**config.mk**
```make
export PLATFORM = sky130hd
export DESIGN_NAME = spi_regs_ctrl
export DESIGN_NICKNAME = d
export VERILOG_FILES = /design/src/rtl/spi_regs_ctrl.sv
export SDC_FILE = /design/constraint.sdc
export NUM_CORES = 1
export LEC_CHECK = 0
export CELL_PAD_IN_SITES_DETAIL_PLACEMENT = 1
export CELL_PAD_IN_SITES_GLOBAL_PLACEMENT = 2
export CORE_UTILIZATION = 24
export CTS_CLUSTER_SIZE = 14
export DETAILED_ROUTE_END_ITERATION = 10
export GPL_TIMING_DRIVEN = 0
export PLACE_DENSITY = 0.83
export SYNTH_ARGS = -nofsm -noshare
export SYNTH_HDL_FRONTEND = slang
export SYNTH_SLANG_ARGS = --single-unit
```
**constraint.sdc**
```tcl
create_clock -name clk_i -period 2 [get_ports clk_i]
set_input_delay 0.5 -clock clk_i [delete_from_list [all_inputs] [get_ports clk_i]]
set_output_delay 0.5 -clock clk_i [all_outputs]
set_load 0.05 [all_outputs]
```
**src/rtl/spi_regs_ctrl.sv**
```systemverilog
// SPI register file and transfer sequencer (start/arm/active with start timeout).
// Optional interrupt enable register and irq_o when SPI_REGS_IRQ_EN is defined.
module spi_regs_ctrl #(
  parameter int SS_NUM    = 4,
  parameter int CLKDIV_W  = 8,
  parameter int BYTECNT_W = 8,
  parameter int START_TO  = 16
) (
  input  logic                 clk_i,
  input  logic                 reset_i,
  input  logic                 spi_busy_i,
  input  logic                 spi_done_i,
  input  logic                 rx_empty_i,
  input  logic                 tx_full_i,
  input  logic [31:0]          reg_data_i,
  input  logic                 reg_load_i,
  input  logic [2:0]           reg_sel_i,
  output logic [31:0]          reg_rdata_o,
  output logic [CLKDIV_W-1:0]  clk_div_o,
  output logic                 data_order_o,
  output logic                 cpol_o,
  output logic                 cpha_o,
  output logic                 qspi_o,
  output logic [SS_NUM-1:0]    ss_en_o,
  output logic                 r_w_n_o,
  output logic [BYTECNT_W-1:0] byte_num_o,
  output logic                 trans_start_o,
  output logic                 irq_o
);

  typedef enum logic [1:0] {
    IDLE   = 2'd0,
    ARMED  = 2'd1,
    ACTIVE = 2'd2
  } state_e;

  localparam int CNT_W = (START_TO > 2) ? $clog2(START_TO) : 1;
  localparam logic [CNT_W-1:0] CNT_MAX = CNT_W'(START_TO - 1);
  localparam int RW_B  = SS_NUM;
  localparam int BN_B  = SS_NUM + 1;
  localparam int ST_B  = SS_NUM + BYTECNT_W + 1;

  state_e               state_q;
  logic [CNT_W-1:0]     cnt_q;
  logic                 start_q;
  logic [CLKDIV_W-1:0]  clk_div_q;
  logic                 dord_q;
  logic                 cpol_q;
  logic                 cpha_q;
  logic                 qspi_q;
  logic [SS_NUM-1:0]    ss_en_q;
  logic                 rnw_q;
  logic [BYTECNT_W-1:0] byte_q;
  logic                 busy_q;
  logic                 rxe_q;
  logic                 txf_q;
  logic [2:0]           flags_q;
  logic [2:0]           flags_d;

  logic locked;
  logic wr_ctrl;
  logic wr_tc;
  logic wr_err;
  logic set_done;
  logic set_to;
  logic [2:0] clr;
  logic unused_data;

  assign unused_data = ^reg_data_i;

  assign locked  = (state_q != IDLE);
  assign wr_ctrl = reg_load_i && (reg_sel_i == 3'd0) && !locked;
  assign wr_tc   = reg_load_i && (reg_sel_i == 3'd1) && !locked;
  assign wr_err  = reg_load_i && locked &&
                   ((reg_sel_i == 3'd0) || (reg_sel_i == 3'd1));

  assign set_done = (state_q == ACTIVE) && spi_done_i;
  assign set_to   = (state_q == ARMED) && !busy_q && (cnt_q == CNT_MAX);

  assign clr = (reg_load_i && reg_sel_i == 3'd3) ? reg_data_i[2:0] : 3'b000;

  // A flag raised in the same cycle as its clear survives.
  assign flags_d = (flags_q & ~clr) | {set_to, wr_err, set_done};

  always_ff @(posedge clk_i or posedge reset_i) begin
    if (reset_i) begin
      state_q <= IDLE;
      cnt_q   <= '0;
      start_q <= 1'b0;
    end else begin
      start_q <= 1'b0;
      unique case (state_q)
        IDLE: begin
          if (wr_tc && reg_data_i[ST_B]) begin
            state_q <= ARMED;
            cnt_q   <= '0;
            start_q <= 1'b1;
          end
        end
        ARMED: begin
          if (busy_q) begin
            state_q <= ACTIVE;
            cnt_q   <= '0;
          end else if (cnt_q == CNT_MAX) begin
            state_q <= IDLE;
            cnt_q   <= '0;
          end else begin
            cnt_q <= cnt_q + CNT_W'(1);
          end
        end
        ACTIVE: begin
          if (spi_done_i) state_q <= IDLE;
        end
        default: state_q <= IDLE;
      endcase
    end
  end

  always_ff @(posedge clk_i or posedge reset_i) begin
    if (reset_i) begin
      clk_div_q <= '0;
      dord_q    <= 1'b0;
      cpol_q    <= 1'b0;
      cpha_q    <= 1'b0;
      qspi_q    <= 1'b0;
      ss_en_q   <= SS_NUM'(1);
      rnw_q     <= 1'b0;
      byte_q    <= '0;
      busy_q    <= 1'b0;
      rxe_q     <= 1'b0;
      txf_q     <= 1'b0;
      flags_q   <= 3'b000;
    end else begin
      busy_q  <= spi_busy_i;
      rxe_q   <= rx_empty_i;
      txf_q   <= tx_full_i;
      flags_q <= flags_d;
      if (wr_ctrl) begin
        clk_div_q <= reg_data_i[CLKDIV_W-1:0];
        dord_q    <= reg_data_i[CLKDIV_W];
        cpol_q    <= reg_data_i[CLKDIV_W+1];
        cpha_q    <= reg_data_i[CLKDIV_W+2];
        qspi_q    <= reg_data_i[CLKDIV_W+3];
      end
      if (wr_tc) begin
        ss_en_q <= reg_data_i[SS_NUM-1:0];
        rnw_q   <= reg_data_i[RW_B];
        byte_q  <= reg_data_i[BN_B +: BYTECNT_W];
      end
    end
  end

`ifdef SPI_REGS_IRQ_EN
  logic [2:0] irq_en_q;
  logic       irq_q;

  always_ff @(posedge clk_i or posedge reset_i) begin
    if (reset_i) begin
      irq_en_q <= 3'b000;
      irq_q    <= 1'b0;
    end else begin
      if (reg_load_i && reg_sel_i == 3'd4) irq_en_q <= reg_data_i[2:0];
      irq_q <= |(flags_q & irq_en_q);
    end
  end

  assign irq_o = irq_q;
`else
  logic [2:0] irq_en_q;
  assign irq_en_q = 3'b000;
  assign irq_o    = 1'b0;
`endif

  always_comb begin
    reg_rdata_o = '0;
    case (reg_sel_i)
      3'd0: begin
        reg_rdata_o[CLKDIV_W-1:0]  = clk_div_q;
        reg_rdata_o[CLKDIV_W +: 4] = {qspi_q, cpha_q, cpol_q, dord_q};
      end
      3'd1: begin
        reg_rdata_o[SS_NUM-1:0]         = ss_en_q;
        reg_rdata_o[RW_B]               = rnw_q;
        reg_rdata_o[BN_B +: BYTECNT_W]  = byte_q;
        reg_rdata_o[ST_B]               = locked;
      end
      3'd2: reg_rdata_o[4:0] = {state_q, txf_q, rxe_q, busy_q};
      3'd3: reg_rdata_o[2:0] = flags_q;
      3'd4: reg_rdata_o[2:0] = irq_en_q;
      3'd5: reg_rdata_o = {16'h0002, 8'(SS_NUM), 8'(BYTECNT_W)};
      default: reg_rdata_o = '0;
    endcase
  end

  assign clk_div_o     = clk_div_q;
  assign data_order_o  = dord_q;
  assign cpol_o        = cpol_q;
  assign cpha_o        = cpha_q;
  assign qspi_o        = qspi_q;
  assign ss_en_o       = ss_en_q;
  assign r_w_n_o       = rnw_q;
  assign byte_num_o    = byte_q;
  assign trans_start_o = start_q;

endmodule

```
## Yosys cells after proc, flatten, opt, wreduce, memory -nomap -nowiden

Cells that the tools add are included.

- $add $sub $neg: 1
- Multipliers: 0
- Divide/modulo/power cells: 0
- Magnitude comparators: 0
- Equal/unequal tests: 10
- Shift operators: 0
- Muxes and demuxes: 17
- Bitwise logic cells: 3
- Reduce and logical (&&, ||, !) cells: 20

Operators with widths:

| operator | count |
|---|---|
| case mux 7 bit (3 select lines) | 1 |
| 2-to-1 mux 4 bit | 4 |
| case mux 3 bit (4 select lines) | 1 |
| logical AND 1 bit | 11 |
| 2-to-1 mux 2 bit | 5 |
| case mux 2 bit (4 select lines) | 1 |
| case mux 4 bit (2 select lines) | 1 |
| equality test 3 x 2 -> 1 bit, second input constant | 2 |
| case mux 2 bit (3 select lines) | 1 |
| adder 4 x 1 -> 4 bit, second input constant | 1 |
| equality test 4 bit, second input constant | 1 |
| inequality test 2 bit, second input constant | 2 |
| nonzero test 2 bit | 2 |
| bitwise AND 3 bit | 1 |
| equality test 3 x 1 -> 1 bit, second input constant | 1 |
| equality test 3 bit, second input constant | 1 |
| zero test 3 bit | 1 |
| 2-to-1 mux 3 bit | 1 |
| inequality test 3 x 2 -> 1 bit, second input constant | 1 |
| NOT 3 bit | 1 |
| OR 3 bit | 1 |
| AND reduction 3 bit | 1 |
| equality test 2 x 1 -> 1 bit, second input constant | 1 |
| equality test 2 bit, second input constant | 1 |
| other kinds (5) | 7 |

- Flip-flop bits (word level): 38
- Latch bits: 0
- RAM bits: 0
- Memory bits (read-only): 0
- Input bits: 42
- Output and inout bits: 59
- Memories: 0

## Logic depth before layout (Yosys ltp)

Gate-level depths: netlist of run 1.

- Depth in word-level cells: 6
- Depth in mapped cells: 6

## Worst setup path after synthesis of run 1

Ideal clock, no wire load.

- Path type: input -> output
- Start point: in reg_sel_i[0]
- End point: out reg_rdata_o[3]
- Arrival time: 2.114 ns
- Data required time: 1.500 ns
- Setup slack: -0.614 ns
- Cell stages on the path: 3
- Path through: buf_6 -> clkbuf_1 -> o31ai_1

- Longest elaborated chain between the ends: 2
- Elaborated cells on any way between the ends: 5

Ends and longest elaborated chain:

| element | RTL line | RTL |
|---|---|---|
| from (decl) | 17 | `input logic [2:0] reg_sel_i,` |
| equality test 3 bit (tied with other cells) | 176 | `case (reg_sel_i)` |
| case mux 2 bit (4 select lines) * | 176 |  |
| to (decl) | 18 | `output logic [31:0] reg_rdata_o,` |

Every way passes the cells marked *; elsewhere a longest branch is shown, timed or not.

## Worst setup path in the final report of run 1

- Start point: in reg_sel_i[2]
- End point: out reg_rdata_o[5]

- Longest elaborated chain between the ends: 2
- Elaborated cells on any way between the ends: 4

Ends and longest elaborated chain:

| element | RTL line |
|---|---|
| equality test 3 bit (tied with other cells) | 176 |
| case mux 7 bit (3 select lines) * | 176 |

Marks and branches as above.

==> results.json, run 1 <==
{
  "multiInputGateArea_um2": 953,
  "io_buffer_count": 63,
  "rsz0062_at_grt": "false",
  "cts_tree": "built",
  "die_area_um2": 8750,
  "syn_avg_cell_area_um2": 12.3,
  "antenna_left": 0,
  "synthArstFlopShare_pct": 100,
  "routabilityCongestion": 0.745,
  "ys_ff_latch": 38,
  "yosys.cell_types.count": 42,
  "peakVddDrop_v": 0.000368,
  "hold_buffers": 0,
  "clk_pin_slew_ps": 70,
  "reg2reg_depth": 4,
  "power.density_nw_per_um2": 1000,
  "wirelength_mm": 5.66,
  "synthFlopType": "dfrtp_1",
  "hpwl_mm": 3.96,
  "areaGrowthSynthToFinish_pct": 56.2,
  "hold_ws_ps": 510,
  "clkLatencyLatePin_ps": 290,
  "firstDrtPassIters": 4,
  "die_width_um": 93.6,
  "finalClockSkew_ps": 7.28,
  "startpoint": "reg_sel_i[2]",
  "dp_cells": 349,
  "final-seq-area_um2": 952,
  "start_util_pct": 24.6,
  "ys_warn_count": 0,
  "core_area_um2": 8180,
  "p_leak_uw": 0.00160,
  "slowest_stage": "or2_4",
  "layout-drive-gt1-share_pct": 41.8,
  "rr_endpoint": "clk_div_o[1]",
  "syn_inst": 164,
  "critPathCaptureType": "primary output",
  "num_vias": 1530,
  "drtIter0Drc": 38,
  "seq_area_frac_synth_pct": 47.3,
  "worstPathMaxFanout": 4,
  "synth.cell_area_um2": 2010,
  "clockRootBuffer": "clkbuf_8",
  "drc": 0,
  "clockBufferDepth": 2,
  "cts_sinks": 38,
  "fp.dieH_um": 93.6,
  "numCtsBuffers": 5,
  "crit_arrival_ps": 1460,
  "fin_cells": 368,
  "fill_cells": 908,
  "grtUsageTotal_pct": 13.7,
  "setup_slack_ps": 37.0,
  "grt_max_degree": 39,
  "ctsHtreeMaxLevel": 2,
  "final-setup-viol-count": 0,
  "max_slew_margin_pct": 45.0,
  "cpPeakStageDelay_ps": 300,
  "tightest_slew_ps": 826,
  "pre_cts_ws_ps": -1430,
  "worst-setup-path-type": "input port to primary output",
  "overflow": 0,
  "hold_path_class": "flop to flop",
  "synth-edff-count": 0,
  "ios": 101,
  "finalCritPeriodShare_pct": 98.1,
  "rows": 33,
  "maxCapViolCount": 0,
  "timing.critical_path.to": "reg_rdata_o[5]",
  "grt_pass1_wl_mm": 8.85,
  "grt_pass1_vias": 1608,
  "diodes": 0,
  "via_per_inst": 4.16,
  "final_util_pct": 38.4,
  "status": "finished, final reports clean",
  "avgRoutedWirePerCell_um": 15.4,
  "cp_cell_sequence": "clkdlybuf4s15_2 -> or2_4 -> buf_12 -> nor2_2 -> buf_6",
  "start_kind": "input port",
  "period_needed_ps": 1960,
  "finalHoldViolCount": 0,
  "r2r_start": "state_q[0]",
  "rrSetupSlack_ps": 260,
  "nets": 305,
  "max_freq_ghz": 0.509,
  "antenna_found_initial": 0,
  "slew_violations": 0,
  "crit_required_ps": 1500
}
worst max-delay path: cells and delay by family:
kind          cells  cell delay, ps
buf+inv           3             530
simple gates      2             420
report_power, final:
part           switching [uW]  total, uW  internal, uW
Sequential                128       1070           940
Combinational             881       1420           542
Clock                     283        650           367
layer usage:
metal / up-vias / share of wire (%) / routed length [um] / global-route usage, %
met4: 0 / 1.3 / 73 / 4.62
met3: 7 / 4.2 / 236 / 2.68
li1: 726 / - / - / -
met2: 49 / 49 / 2760 / 22.4
met5: - / 0 / 0 / 0
met1: 748 / 46 / 2590 / 18.1
Yosys cell counts (2+ instances only):
| master | count | area [um2] |
|---|---|---|
| dfrtp_1 | 37 | 926 |
| buf_4 | 18 | 135 |
| mux2_2 | 15 | 169 |
| nor2_1 | 11 | 41.3 |
| mux2_4 | 10 | 150 |
| mux2i_1 | 9 | 90.1 |
| inv_1 | 6 | 22.5 |
| nand2_1 | 6 | 22.5 |
| nor2b_1 | 6 | 37.5 |
| o21ai_0 | 6 | 30.0 |
| clkbuf_1 | 3 | 11.3 |
| and2_1 | 2 | 12.5 |
| buf_2 | 2 | 10.0 |
| buf_6 | 2 | 22.5 |
| mux4_1 | 2 | 52.6 |
| nand2b_1 | 2 | 12.5 |
| nand3_1 | 2 | 10.0 |
state kept, by name, indices dropped and copies added (netlist names):
name / count
r_w_n_o: 1
busy_q: 1
cpol_o: 1
state_q: 2
ss_en_o: 4
cpha_o: 1
txf_q: 1
clk_div_o: 8
qspi_o: 1
flags_q: 3
trans_start_o: 1
byte_num_o: 8
cnt_q: 4
data_order_o: 1
rxe_q: 1
worst min-delay path by stage:
stage / startpoint / end / depth (start not counted)
finish: flags_q[0] / flags_q[0] / 1
global route: reg_sel_i[1] / trans_start_o / 3
CTS: flags_q[2] / flags_q[2] / 1
detailed placement: flags_q[2] / flags_q[2] / 1
global placement: flags_q[2] / flags_q[2] / 1
floorplan: flags_q[2] / flags_q[2] / 1
kinds of logic (layout without fill, tap and decap cells):
family	count (synthesis)	after routing	synth area share [%]
compound gates	15	15	4.91
fa+ha+maj	1	1	0.622
buf+inv	32	114	11.0
flops	38	38	47.3
mux	37	37	24.1
simple gates	40	40	11.9
other cells	1	18	0.186
placed cells by master (no fill, tap or decap), types with 6 or more instances in the layout:
cell	synthesis	layout
clkbuf_8	0	6
clkdlybuf4s50_1	0	20
nor2_2	0	7
dlygate4sd2_1	0	15
nand2_1	6	6
o21ai_0	6	6
mux2_4	10	10
conb_1	1	18
dfrtp_1	37	37
mux2i_1	9	9
dlymetal6s2s_1	0	11
mux2_2	15	15
buf_6	2	15
buf_4	18	27
stage by stage:
stage / setup TNS [ps] / area (um2) / total power, uW
after floorplan: -1100 / 2110 / 2030
after global placement: -35870 / 2870 / 2460
after detailed placement: -25370 / 2870 / 2480
after CTS: 0 / 3020 / 3130
after global routing: 0 / 3140 / 3300
final: 0 / 3140 / 3140
cell type report:
class	instances	share of cell area (%)
repair buffers	75	24.1
clock inverters	3	1.27
flip-flops and latches	38	30.3
inverters	6	0.717
multi-input cells	111	30.3
plain buffers	25	6.85
well taps	105	4.18
clock buffers	5	2.19
timing repair:
item / 4_1_cts / 5_1_grt
gates cloned: 1 / 0
pin swaps: 2 / 1
setup buffers: 3 / 8
resized for setup: 138 / 13
setup endpoints to repair: 49 / 15
(Power assumes the default switching activity.)
==> inputs of run 2 (changes only) <==
CORE_UTILIZATION = 22   (was 24)
PLACE_DENSITY = 0.8   (was 0.83)
clock period = 1.6 ns   (was 2 ns; I/O delays follow)
==> run 2 against run 1 <==
The flow now finishes with violations (DRC, setup timing). Via count up 7.6%. Hold slack worse by 17 ps. Register-to-register slack worse by 250 ps. Clock power grew 4.9%. Clock skew down 1.1 ps. Cell count increased by 5.7%. Critical path type is now flop to primary output. Highest routed layer unchanged.
==> results.json, run 2 (synthesis results as in run 1) <==
{
  "status": "complete, but fails checks",
  "violations": "DRC, setup timing",
  "slowest_stage": "mux4_2",
  "clk_pin_slew_ps": 70,
  "start_kind": "flop",
  "fp.dieH_um": 97.6,
  "via_per_inst": 4.23,
  "crit_required_ps": 1200,
  "grt_pass1_wl_mm": 9.52,
  "fill_cells": 956,
  "max_freq_ghz": 0.541,
  "avgRoutedWirePerCell_um": 15.6,
  "clockRootBuffer": "clkbuf_8",
  "grt_max_degree": 39,
  "worstPathMaxFanout": 2,
  "ctsHtreeMaxLevel": 2,
  "io_buffer_count": 63,
  "rsz0062_at_grt": "true",
  "totalPowerFinal_uw": 3940,
  "ios": 101,
  "start_util_pct": 22.8,
  "die_width_um": 97.6,
  "power.density_nw_per_um2": 1140,
  "cts_sinks": 38,
  "antenna_left": 0,
  "slew_violations": 0,
  "final-setup-viol-count": 13,
  "cp_cell_sequence": "mux4_2 -> nor2b_4 -> buf_6",
  "routabilityCongestion": 0.696,
  "grtUsageTotal_pct": 13.0,
  "diodes": 0,
  "layout-drive-gt1-share_pct": 62.3,
  "p_leak_uw": 0.00160,
  "rrSetupSlack_ps": 10,
  "drtIter0Drc": 56,
  "critPathCaptureType": "primary output",
  "finalClockSkew_ps": 6.21,
  "setup_slack_ps": -247,
  "die_area_um2": 9530,
  "crit_arrival_ps": 1450,
  "cts_tree": "built",
  "antenna_found_initial": 0,
  "hold_path_class": "flop to flop",
  "wirelength_mm": 6.05,
  "areaGrowthSynthToFinish_pct": 72.3,
  "cpPeakStageDelay_ps": 480,
  "layout_commonest_cell": "buf_4",
  "firstDrtPassIters": 6,
  "max_slew_margin_pct": 45.4,
  "peakVddDrop_v": 0.000527,
  "clkLatencyLatePin_ps": 290,
  "nets": 323,
  "numCtsBuffers": 5,
  "period_needed_ps": 1850,
  "tightest_slew_ps": 819,
  "hpwl_mm": 4.04,
  "num_vias": 1646,
  "grt_pass1_vias": 1740,
  "hold_ws_ps": 492,
  "finalHoldViolCount": 0,
  "core_area_um2": 8810,
  "finalCritPeriodShare_pct": 115,
  "clockBufferDepth": 2,
  "final_cell_mix": "buf_4 (40), dfrtp_1 (28), buf_6 (21)",
  "maxCapViolCount": 0,
  "overflow": 0,
  "rows": 34,
  "drc": 12,
  "hold_buffers": 0,
  "worst-setup-path-type": "flop to primary output"
}
run 2: cell count changes in the layout (fill, tap and decap cells not counted), moves of 4 or more:
cell             delta
clkbuf_2           +11
nor2_2              -7
nor2_4              +8
buf_4              +13
dlymetal6s2s_1     -11
dfrtp_2             +9
dlygate4sd2_1      -14
mux2i_2             +4
buf_6               +6
clkdlybuf4s15_2    +10
dfrtp_1             -9
mux2i_1             -7
run 2: metal layers:
layer / GRT usage (%) / vias to the layer above / wire (um)
met5: 0 / - / 0
met4: 3.61 / 0 / 39
met3: 3.09 / 5 / 242
met2: 22.3 / 48 / 3050
met1: 16.3 / 827 / 2710
li1: - / 766 / -
run 2: report_power, final:
| group | internal (uW) | total [uW] | switching, uW |
|---|---|---|---|
| Clock | 348 | 682 | 334 |
| Sequential | 1180 | 1380 | 197 |
| Combinational | 733 | 1880 | 1150 |
run 2: final cells by class:
class                           count  area, um2  share of cell area (%)
Multi-Input combinational cell    111       1110                    31.9
Clock buffer                        7       86.3                    2.49
Inverter                            6       22.5                   0.650
Timing Repair Buffer               94        903                    26.1
Clock inverter                      1       5.00                   0.144
Buffer                             24        244                    7.04
Tap cell                          108        135                    3.90
Sequential cell                    38        963                    27.8
run 2: worst paths after layout:
kind	endpoint	cells past startpoint	from
hold reg to reg	flags_q[0]	1	flags_q[0]
setup reg to reg	byte_num_o[2]	4	state_q[1]
hold / removal	flags_q[0]	1	flags_q[0]
setup / recovery	reg_rdata_o[2]	3	flags_q[2]
min in group asynchronous	clk_div_o[7]	2	reset_i
max in group asynchronous	clk_div_o[1]	2	reset_i
run 2: per-stage QoR:
stage	TNS (ps)	setup WS, ps	util [%]	instance area [um2]	cells
after floorplan	-701	-65.0	-	2230	181
after global placement	-55050	-1330	34.1	3000	352
after detailed placement	-33640	-1360	34.1	3000	352
after CTS	-1740	-247	38.4	3380	380
after global routing	-2200	-294	39.4	3470	389
final	-1650	-247	39.4	3470	389
run 2: critical path: cells and delay by family (launching register included):
family,cells,cell delay [ps]
flops,1,400
mux,1,480
buf+inv,1,140
simple gates,1,140
run 2: timing repair:
action / CTS / global route
resized for setup: 210 / 35
gates cloned: 1 / 1
endpoints found under the setup margin: 70 / 51
buffers inserted: 20 / 10
pin swaps: 6 / 6
